<file path="src/rtl/rf_write_arbiter.sv">
// rf_write_arbiter: shares the register-file write port between pipeline WB and the MUL/DIV unit,
// tracks outstanding MDU destinations for RAW hazard detection and bounds MDU starvation.
`default_nettype none

module rf_write_arbiter #(
  parameter int MAX_WAIT = 4,
  parameter int CNT_W    = 4
) (
  input  logic        clk,
  input  logic        rst,
  input  logic        wb_we,
  input  logic [4:0]  wb_rd,
  input  logic [31:0] wb_data,
  input  logic        mdu_valid,
  input  logic [4:0]  mdu_rd,
  input  logic [31:0] mdu_data,
  output logic        mdu_ready,
  input  logic        issue_valid,
  input  logic [4:0]  issue_rd,
  input  logic [4:0]  rs1,
  input  logic [4:0]  rs2,
  output logic        hazard,
  output logic        wb_stall,
  output logic [31:0] pending,
  output logic        rf_we,
  output logic [4:0]  rf_rw,
  output logic [31:0] rf_busW
);

  typedef enum logic [1:0] {
    S_IDLE  = 2'd0,
    S_WAIT  = 2'd1,
    S_FORCE = 2'd2
  } state_t;

  state_t           r_state, w_state_nxt;
  logic [CNT_W-1:0] r_wait_cnt, w_wait_cnt_nxt;
  logic             w_wb_act, w_xfer, w_blocked;
  logic [31:0]      w_pending_nxt;

  assign wb_stall  = (r_state == S_FORCE);
  assign w_wb_act  = wb_we && (wb_rd != 5'd0) && !wb_stall;
  assign mdu_ready = !rst && mdu_valid && ((r_state == S_FORCE) || !w_wb_act);
  assign w_xfer    = mdu_valid && mdu_ready;
  assign w_blocked = mdu_valid && !mdu_ready;

  assign hazard = ((rs1 != 5'd0) && pending[rs1]) || ((rs2 != 5'd0) && pending[rs2]);

  always_comb begin
    w_state_nxt    = r_state;
    w_wait_cnt_nxt = r_wait_cnt;
    case (r_state)
      S_IDLE: begin
        if (w_blocked) begin
          if (MAX_WAIT == 1) begin
            w_state_nxt    = S_FORCE;
            w_wait_cnt_nxt = '0;
          end else begin
            w_state_nxt    = S_WAIT;
            w_wait_cnt_nxt = CNT_W'(1);
          end
        end
      end
      S_WAIT: begin
        if (w_xfer || !mdu_valid) begin
          w_state_nxt    = S_IDLE;
          w_wait_cnt_nxt = '0;
        end else if (r_wait_cnt == CNT_W'(MAX_WAIT - 1)) begin
          w_state_nxt    = S_FORCE;
          w_wait_cnt_nxt = '0;
        end else begin
          w_wait_cnt_nxt = r_wait_cnt + CNT_W'(1);
        end
      end
      S_FORCE: begin
        w_state_nxt    = S_IDLE;
        w_wait_cnt_nxt = '0;
      end
      default: begin
        w_state_nxt    = S_IDLE;
        w_wait_cnt_nxt = '0;
      end
    endcase
  end

  // Set after clear so a same-cycle reissue of the destination stays pending.
  always_comb begin
    w_pending_nxt = pending;
    if (w_xfer) w_pending_nxt[mdu_rd] = 1'b0;
    if (issue_valid && (issue_rd != 5'd0)) w_pending_nxt[issue_rd] = 1'b1;
    w_pending_nxt[0] = 1'b0;
  end

  always_ff @(posedge clk) begin
    if (rst) begin
      r_state    <= S_IDLE;
      r_wait_cnt <= '0;
      pending    <= '0;
      rf_we      <= 1'b0;
      rf_rw      <= 5'd0;
      rf_busW    <= 32'd0;
    end else begin
      r_state    <= w_state_nxt;
      r_wait_cnt <= w_wait_cnt_nxt;
      pending    <= w_pending_nxt;
      if (w_xfer) begin
        rf_we   <= (mdu_rd != 5'd0);
        rf_rw   <= mdu_rd;
        rf_busW <= mdu_data;
      end else if (w_wb_act) begin
        rf_we   <= 1'b1;
        rf_rw   <= wb_rd;
        rf_busW <= wb_data;
      end else begin
        rf_we <= 1'b0;
      end
    end
  end

endmodule

`default_nettype wire

</file>
<file path="config.mk">
export PLATFORM = sky130hd
export DESIGN_NAME = rf_write_arbiter
export DESIGN_NICKNAME = d
export VERILOG_FILES = /design/src/rtl/rf_write_arbiter.sv
export SDC_FILE = /design/constraint.sdc
export NUM_CORES = 1
export LEC_CHECK = 0
export CORE_ASPECT_RATIO = 0.8
export CORE_MARGIN = 2
export CORE_UTILIZATION = 48
export CTS_BUF_LIST = sky130_fd_sc_hd__clkbuf_2 sky130_fd_sc_hd__clkbuf_4 sky130_fd_sc_hd__clkbuf_8
export CTS_CLUSTER_DIAMETER = 120
export DETAILED_ROUTE_END_ITERATION = 16
export PLACE_DENSITY = 0.87
export SLEW_MARGIN = 40
export SYNTH_ARGS = -nofsm -noshare
export SYNTH_HDL_FRONTEND = slang
export SYNTH_SLANG_ARGS = --single-unit
</file>
<file path="constraint.sdc">
create_clock -name clk -period 7 [get_ports clk]
set_input_delay 2.1 -clock clk [delete_from_list [all_inputs] [get_ports clk]]
set_output_delay 2.1 -clock clk [all_outputs]
set_load 0.1 [all_outputs]
</file>
==> results.sh, run 1 <==
export IMPL_num_vias=4005
export IMPL_critPathMaxFanout=13
export IMPL_via_per_inst=5.92
export IMPL_row_count=29
export IMPL_routabilityCongestion=0.913
export IMPL_start_util=0.494
export IMPL_peakVddDrop_mv=0.135
export IMPL_stdcell_area_um2=5470
export IMPL_avgSynthCellArea_um2=9.44
export IMPL_cap_violations=0
export IMPL_cts_tree="yes"
export IMPL_dp_hpwl_um=8820
export IMPL_path_class="primary input to output port"
export IMPL_rsz0062_at_grt="false"
export IMPL_ios=167
export IMPL_die_area_um2=8930
export IMPL_setup_tns_ns=0
export IMPL_hold_class="flop to flop"
export IMPL_p_switching_mw=0.408
export IMPL_ctsResizeCount=0
export IMPL_layout_commonest_cell="clkdlybuf4s50_1"
export IMPL_dp_cells=661
export IMPL_clk_pin_slew_worst_paths_ns=0.08
export IMPL_gr_total_overflow=0
export IMPL_slew_headroom=0.488
export IMPL_clkLatencyLatePin_ns=0.34
export IMPL_layout_drive_gt1_share=0.225
export IMPL_fin_ws_ns=0.603
export IMPL_cts_sinks=75
export IMPL_root_buffer="clkbuf_8"
export IMPL_power_mw=1.19
export IMPL_yosysSeqAreaShare=0.382
export IMPL_post_cts_buffers=0
export IMPL_ctsHoldBuffers=0
export IMPL_min_period_ns=6.40
export IMPL_worst_ep_arrival_time_ns=4.30
export IMPL_first_pass_iters=5
export IMPL_pwr_share_comb=0.278
export IMPL_drtIter0Drc=288
export IMPL_cp_end_kind="output port"
export IMPL_intPower_mw=0.781
export IMPL_outcome="finished clean"
export IMPL_place_ws_ns=0.581
export IMPL_final_cells=677
export IMPL_dieHeight_um=84.9
export IMPL_port_buffer_count=165
export IMPL_ys_warn_count=0
export IMPL_synth_cells=416
export IMPL_post_route_period_util=0.914
export IMPL_ant_nets=0
export IMPL_p_clk_frac=0.336
export IMPL_area_growth_pct=39.2
export IMPL_max_clock_freq_mhz=156
export IMPL_layout_nets=659
export IMPL_hold_viol=0
export IMPL_drc=0
export IMPL_synth_top_area_cell="dfxtp_1"
export IMPL_synth_area_leaders="dfxtp_1, mux2i_1, a211oi_1"
export IMPL_antenna_found_initial=0
export IMPL_synthFlopType="dfxtp_1"
export IMPL_syn_area_um2=3930
export IMPL_pwr_share_seq=0.387
export IMPL_final_cell_mix="clkdlybuf4s50_1, dfxtp_1, buf_2, nor2_1, mux2i_1"
export IMPL_ys_seq_elements=75
export IMPL_synth_fp_nets=511
export IMPL_synth_edf_count=0
export IMPL_synth_distinct_cells=52
export IMPL_grt_pass1_wl_um=19300
export IMPL_worst_setup_path_start_kind="primary input"
export IMPL_dpl_cell_area_um2=5230
export IMPL_wl_um=12000
export IMPL_core_area_um2=7950
export IMPL_crit_required_ns=4.90
export IMPL_grt_usage=0.268
export IMPL_grt_pass1_vias=3896
export IMPL_ys_async_sr_fraction=0
export IMPL_wl_per_cell_um=17.7
export IMPL_clk_path_buf_depth=2
export IMPL_finalMaxSlewViolations=0
export IMPL_clock_skew_ns=0.00548
export IMPL_die_w_um=105
export IMPL_htreeDepth=3
export IMPL_setup_viol=0
export IMPL_cts_buffers=9
export IMPL_power_leakage_nw=2.22
export IMPL_worst_pin_slew_ns=0.767
export IMPL_yosys_area_top_type_share=0.382
export IMPL_grt_max_degree=78
export IMPL_pwr_density_cell_nw_per_um2=217
export IMPL_swShare=0.343
export IMPL_diodes=0
==> cells in the mapped netlist, types with 10 or more instances <==
library cell / n
o21ai_0: 27
dfxtp_1: 75
clkbuf_1: 15
mux2i_1: 41
nand2_1: 12
buf_2: 10
a211oi_2: 10
nand3_1: 11
nor2_1: 50
o211ai_1: 22
inv_1: 16
nor2b_1: 10
a211oi_1: 26
==> cell type report <==
cell class,instances,area [um^2]
Fill cell,606,2480
Multi-Input combinational cell,294,2220
Clock inverter,7,116
Tap cell,108,135
Inverter,16,60.1
Timing Repair Buffer,168,1310
Sequential cell,75,1500
Clock buffer,9,124
==> power by group through the flow <==
stage | Combinational (mW) | Sequential [mW] | Clock [mW]
2_1_floorplan | 0.0961 | 0.606 | 0
3_3_place_gp | 0.343 | 0.469 | 0
3_5_place_dp | 0.329 | 0.468 | 0
4_1_cts | 0.330 | 0.459 | 0.407
5_1_grt | 0.345 | 0.462 | 0.422
6_report | 0.330 | 0.459 | 0.399
==> cell families after synthesis <==
family,after synthesis,share of synthesized area
other cells,1,0.000955
xor+xnor,2,0.00446
fa+ha+maj,1,0.00319
flops,75,0.382
compound gates,115,0.225
buf+inv,47,0.0519
mux,58,0.176
simple gates,117,0.156
==> flip-flops by register name, summed over array words and instances, names as in the netlist <==
name        flops
pending        31
r_state         2
r_wait_cnt      4
rf_busW        32
rf_rw           5
rf_we           1
==> worst paths after layout <==
kind	from	end	slack, ns	depth (start not counted)
worst max-delay path	rs1[1]	hazard	0.60	7
worst min-delay path	r_wait_cnt[0]$_SDFFE_PP0P_	r_wait_cnt[0]$_SDFFE_PP0P_	0.50	2
worst max register to register	r_state[0]$_SDFFE_PP0P_	rf_busW[15]$_SDFFE_PP0P_	5.07	5
worst min register to register	r_wait_cnt[0]$_SDFFE_PP0P_	r_wait_cnt[0]$_SDFFE_PP0P_	0.50	2
==> critical path: stages <==
cell and delay, ns:
clkdlybuf4s50_1 0.80, mux2_2 0.39, a221oi_1 0.23, a2111oi_0 0.10, nor4_1 0.28, nand4_1 0.13
buf_4 0.26
==> through the flow <==
stage | hold slack, ns | utilization
finish | 0.499 | 0.688
global route | 0.507 | 0.688
CTS | 0.494 | 0.688
detailed placement | 0.478 | 0.658
global placement | 0.466 | 0.702
floorplan | 0.448 | -
==> per-layer routing <==
| metal | up-vias | wire length (um) | part of all wire | GRT usage |
|---|---|---|---|---|
| met3 | 21 | 1200 | 0.10 | 0.0783 |
| li1 | 1865 | - | - | - |
| met5 | - | 0 | 0 | 0 |
| met1 | 1882 | 5110 | 0.43 | 0.362 |
| met4 | 0 | 212 | 0.018 | 0.0982 |
| met2 | 237 | 5430 | 0.45 | 0.411 |
No activity file was read; power rests on OpenSTA's default activity.
==> run 2: changes to the inputs <==
==> constraint.sdc (replaced) <==
create_clock -name clk -period 8 [get_ports clk]
set_input_delay 2.4 -clock clk [delete_from_list [all_inputs] [get_ports clk]]
set_output_delay 2.4 -clock clk [all_outputs]
set_load 0.1 [all_outputs]
==> run 2 against run 1 <==
Compared with the run above:
- first-iteration DRC count is 22% higher
- combinational power down 13%
- sequential share of layout area unchanged
- die area stayed put
- total power down 13%
- final cell count unchanged
- final area did not move
- register-to-register slack better by 0.98 ns
- clock power shrank 13%
- largest cell class unchanged
==> results.sh, run 2 (synthesis results as in run 1) <==
export IMPL_outcome="finished clean"
export IMPL_cts_buffers=9
export IMPL_grt_pass1_vias=3871
export IMPL_peakVddDrop_mv=0.113
export IMPL_min_period_ns=6.98
export IMPL_num_vias=3932
export IMPL_max_clock_freq_mhz=143
export IMPL_dp_hpwl_um=8690
export IMPL_swShare=0.342
export IMPL_wl_um=11700
export IMPL_worst_setup_path_start_kind="primary input"
export IMPL_pwr_share_comb=0.277
export IMPL_hold_viol=0
export IMPL_antenna_found_initial=0
export IMPL_cp_end_kind="output port"
export IMPL_finalMaxSlewViolations=0
export IMPL_clk_path_buf_depth=2
export IMPL_cap_violations=0
export IMPL_path_class="primary input to output port"
export IMPL_worst_pin_slew_ns=0.771
export IMPL_die_area_um2=8930
export IMPL_final_cell_mix="clkdlybuf4s50_1, dfxtp_1, buf_2, nor2_1, mux2i_1"
export IMPL_htreeDepth=3
export IMPL_wl_per_cell_um=17.3
export IMPL_post_route_period_util=0.873
export IMPL_grt_max_degree=78
export IMPL_grt_pass1_wl_um=19200
export IMPL_routed_wl_met2_um=5360
export IMPL_post_cts_buffers=0
export IMPL_ios=167
export IMPL_post_route_util=0.688
export IMPL_fill_cells=596
export IMPL_fin_hold_ws_ns=0.488
export IMPL_worst_ep_arrival_time_ns=4.58
export IMPL_port_buffer_count=165
export IMPL_cts_sinks=75
export IMPL_setup_tns_ns=0
export IMPL_layout_commonest_cell="clkdlybuf4s50_1"
export IMPL_via_per_inst=5.81
export IMPL_critPathMaxFanout=13
export IMPL_largest_registers="rf_busW: 32 flops, pending: 31 flops, rf_rw: 5 flops"
export IMPL_largest_reg_flops=32
export IMPL_pwr_share_seq=0.387
export IMPL_setup_viol=0
export IMPL_grt_usage=0.266
export IMPL_clkLatencyLatePin_ns=0.36
export IMPL_power_leakage_nw=2.22
export IMPL_slowest_delay_ns=0.80
export IMPL_ctsHoldBuffers=0
export IMPL_cts_tree="yes"
export IMPL_top_register="rf_busW"
export IMPL_first_pass_iters=5
export IMPL_critPathSlowestCell="clkdlybuf4s50_1"
export IMPL_clock_skew_ns=0.00628
export IMPL_area_growth_pct=39.2
export IMPL_wl_met3_um=1130
export IMPL_top_layer="met4"
export IMPL_ant_nets=0
export IMPL_hold_class="flop to flop"
export IMPL_multiInputGateArea_um2=2220
export IMPL_drtIter0Drc=350
export IMPL_pwr_density_cell_nw_per_um2=190
export IMPL_slew_headroom=0.485
export IMPL_dieHeight_um=84.9
export IMPL_diodes=0
export IMPL_rsz0062_at_grt="false"
export IMPL_die_w_um=105
export IMPL_p_clk_frac=0.336
export IMPL_p_switching_mw=0.355
export IMPL_start_util=0.494
export IMPL_drc=0
export IMPL_crit_required_ns=5.60
export IMPL_root_buffer="clkbuf_8"
export IMPL_core_area_um2=7950
export IMPL_path_cells="clkdlybuf4s50_1, mux2_2, a221oi_1, a2111oi_0, nor4_1, nand4_1, buf_4"
export IMPL_gr_total_overflow=0
export IMPL_routabilityCongestion=0.912
export IMPL_layout_drive_gt1_share=0.225
export IMPL_row_count=29
export IMPL_layout_nets=659
export IMPL_wl_met1_um=5010
export IMPL_register_area_um2=1500
export IMPL_ctsResizeCount=0
export IMPL_intPower_mw=0.683
export IMPL_clk_pin_slew_worst_paths_ns=0.08
[run 2: cell counts in the layout (fill, tap and decap cells not counted)]
Identical to the previous run, type by type.
[run 2: area by class of cell]
cell class	count	share of cell area
multi-input combinational	294	0.406
sequential	75	0.275
timing repair buffer	168	0.239
tap	108	0.0247
clock buffer	9	0.0227
clock inverter	7	0.0213
inverter	16	0.0110
[run 2: per-layer routing]
layer  track usage  vias up
met1         0.357     1831
met5             0        -
li1              -     1864
met4        0.0945        0
met2         0.414      212
met3        0.0753       25
[run 2: worst max-delay path: cells and delay by family]
family,cells,cell delay (ns)
AO/OA/AOI/OAI,2,0.34
AND/OR/NAND/NOR,2,0.40
buffers and inverters,2,1.05
multiplexers,1,0.39
[run 2: worst paths after layout]
| check | from | slack [ns] | cells after the start | to |
|---|---|---|---|---|
| worst min-delay path | r_wait_cnt[0]$_SDFFE_PP0P_ | 0.49 | 2 | r_wait_cnt[0]$_SDFFE_PP0P_ |
| worst max-delay path | rs1[1] | 1.02 | 7 | hazard |
| worst min register to register | r_wait_cnt[0]$_SDFFE_PP0P_ | 0.49 | 2 | r_wait_cnt[0]$_SDFFE_PP0P_ |
| worst max register to register | r_state[0]$_SDFFE_PP0P_ | 6.05 | 5 | r_wait_cnt[3]$_SDFFE_PP0P_ |
[run 2: power by group through the flow]
stage                     Clock, mW  Combinational, mW  Sequential, mW
after floorplan                   0             0.0841           0.531
after detailed placement          0              0.287           0.410
after CTS                     0.353              0.288           0.402
after global routing          0.366              0.302           0.404
final                         0.349              0.288           0.402
after global placement            0              0.300           0.410
[run 2: metrics by stage]
stage                     setup slack (ns)  cells  area, um^2  power [mW]
final                                 1.02    677        5470        1.04
after detailed placement             0.987    661        5230       0.697
after CTS                            0.988    677        5470        1.04
after floorplan                       1.11    416        3930       0.615
after global routing                 0.871    677        5470        1.07
after global placement                1.05    661        5580       0.710
==> run 3: changes to the inputs <==
--- a/config.mk
+++ b/config.mk
@@ -6,7 +6,6 @@
 export NUM_CORES = 1
 export LEC_CHECK = 0
 export CORE_ASPECT_RATIO = 0.8
-export CORE_MARGIN = 2
 export CORE_UTILIZATION = 48
 export CTS_BUF_LIST = sky130_fd_sc_hd__clkbuf_2 sky130_fd_sc_hd__clkbuf_4 sky130_fd_sc_hd__clkbuf_8
 export CTS_CLUSTER_DIAMETER = 120
==> run 3 against run 2 <==
Compared with the run above:
- routed wire length rose by 3.5%
- combinational power about the same
- critical path type unchanged
- highest routed layer unchanged
- clock skew increased by 0.0046 ns
- non-clock buffer count did not move
- die area fell by 4.2%
- sequential share of layout area increased by 0.37 points
==> results.sh, run 3 (synthesis results as in run 1) <==
export IMPL_core_area_um2=7950
export IMPL_dp_hpwl_um=9020
export IMPL_cts_buffers=9
export IMPL_drc=0
export IMPL_final_cell_mix="clkdlybuf4s50_1, dfxtp_1, buf_2, nor2_1, mux2i_1"
export IMPL_grt_usage=0.288
export IMPL_peakVddDrop_mv=0.145
export IMPL_dpl_cell_area_um2=5230
export IMPL_wl_um=12100
export IMPL_worst_ep_arrival_time_ns=4.67
export IMPL_start_util=0.494
export IMPL_post_route_period_util=0.884
export IMPL_critPathMaxFanout=13
export IMPL_fin_ws_ns=0.929
export IMPL_routabilityCongestion=0.901
export IMPL_multiInputGateArea_um2=2220
export IMPL_path_class="primary input to output port"
export IMPL_slew_headroom=0.499
export IMPL_p_switching_mw=0.350
export IMPL_grt_pass1_wl_um=19400
export IMPL_clock_skew_ns=0.0109
export IMPL_top_register="rf_busW"
export IMPL_post_cts_buffers=0
export IMPL_num_vias=4043
export IMPL_ctsResizeCount=0
export IMPL_max_clock_freq_mhz=141
export IMPL_rsz0062_at_grt="false"
export IMPL_hold_viol=0
export IMPL_place_ws_ns=0.974
export IMPL_ios=167
export IMPL_layout_nets=659
export IMPL_fin_hold_ws_ns=0.496
export IMPL_root_buffer="clkbuf_8"
export IMPL_intPower_mw=0.602
export IMPL_pwr_density_cell_nw_per_um2=176
export IMPL_largest_reg_flops=32
export IMPL_antenna_found_initial=0
export IMPL_worst_pin_slew_ns=0.752
export IMPL_gr_total_overflow=0
export IMPL_hold_class="flop to flop"
export IMPL_setup_tns_ns=0
export IMPL_clk_pin_slew_worst_paths_ns=0.08
export IMPL_final_cells=676
export IMPL_wl_per_cell_um=17.9
export IMPL_worst_setup_path_start_kind="primary input"
export IMPL_setup_viol=0
export IMPL_stdcell_area_um2=5400
export IMPL_ctsHoldBuffers=0
export IMPL_grt_max_degree=76
export IMPL_pwr_share_comb=0.305
export IMPL_power_mw=0.951
export IMPL_port_buffer_count=165
export IMPL_htreeDepth=3
export IMPL_first_pass_iters=5
export IMPL_p_clk_frac=0.273
export IMPL_layout_commonest_cell="clkdlybuf4s50_1"
export IMPL_cts_tree="yes"
export IMPL_outcome="finished clean"
export IMPL_ff2ff_setup_slack_ns=5.93
export IMPL_swShare=0.368
export IMPL_largest_registers="rf_busW: 32 flops, pending: 31 flops, rf_rw: 5 flops"
export IMPL_dp_cells=661
export IMPL_fill_cells=624
export IMPL_diodes=0
export IMPL_register_area_um2=1500
export IMPL_drtIter0Drc=366
export IMPL_die_w_um=103
export IMPL_crit_required_ns=5.60
export IMPL_min_period_ns=7.07
export IMPL_dieHeight_um=82.9
export IMPL_layout_drive_gt1_share=0.224
export IMPL_area_growth_pct=37.4
export IMPL_ant_nets=0
export IMPL_finalMaxSlewViolations=0
export IMPL_cap_violations=0
export IMPL_pwr_share_seq=0.422
export IMPL_cp_end_kind="output port"
export IMPL_post_route_util=0.679
export IMPL_row_count=29
export IMPL_clk_path_buf_depth=2
export IMPL_cts_sinks=75
export IMPL_die_area_um2=8550
export IMPL_clkLatencyLatePin_ns=0.35
export IMPL_via_per_inst=5.98
export IMPL_grt_pass1_vias=3986
export IMPL_power_leakage_nw=2.19
## run 3: power groups by stage
| stage | logic [mW] | registers, mW | clock network [mW] |
|---|---|---|---|
| 2_1_floorplan | 0.0841 | 0.531 | 0 |
| 3_3_place_gp | 0.300 | 0.410 | 0 |
| 3_5_place_dp | 0.289 | 0.410 | 0 |
| 4_1_cts | 0.289 | 0.402 | 0.263 |
| 5_1_grt | 0.302 | 0.404 | 0.279 |
| 6_report | 0.290 | 0.402 | 0.260 |
## run 3: per-layer routing
layer  vias up  GRT usage  part of all wire
met5         -          0                 0
met2       241      0.476              0.49
met1      1917      0.361              0.40
li1       1859          -                 -
met4         0     0.0896             0.018
met3        26     0.0808             0.096
## run 3: critical path: stages
cell             delay, ns
clkdlybuf4s50_1       0.82
mux2_2                0.39
a221oi_1              0.22
a2111oi_0             0.11
nor4_1                0.32
nand4_1               0.15
buf_4                 0.26
## run 3: path summary, 6_finish.rpt
| kind | startpoint | endpoint | cells after the start |
|---|---|---|---|
| max | rs1[1] | hazard | 7 |
| min | r_wait_cnt[0]$_SDFFE_PP0P_ | r_wait_cnt[0]$_SDFFE_PP0P_ | 2 |
| max reg2reg | r_state[0]$_SDFFE_PP0P_ | r_wait_cnt[2]$_SDFFE_PP0P_ | 5 |
| min reg2reg | r_wait_cnt[0]$_SDFFE_PP0P_ | r_wait_cnt[0]$_SDFFE_PP0P_ | 2 |
## run 3: area by class of cell
class,instances,area share
clock inverter,3,0.00278
sequential,75,0.278
inverter,16,0.0111
tap,108,0.0250
timing repair buffer,168,0.243
clock buffer,12,0.0283
multi-input combinational,294,0.412
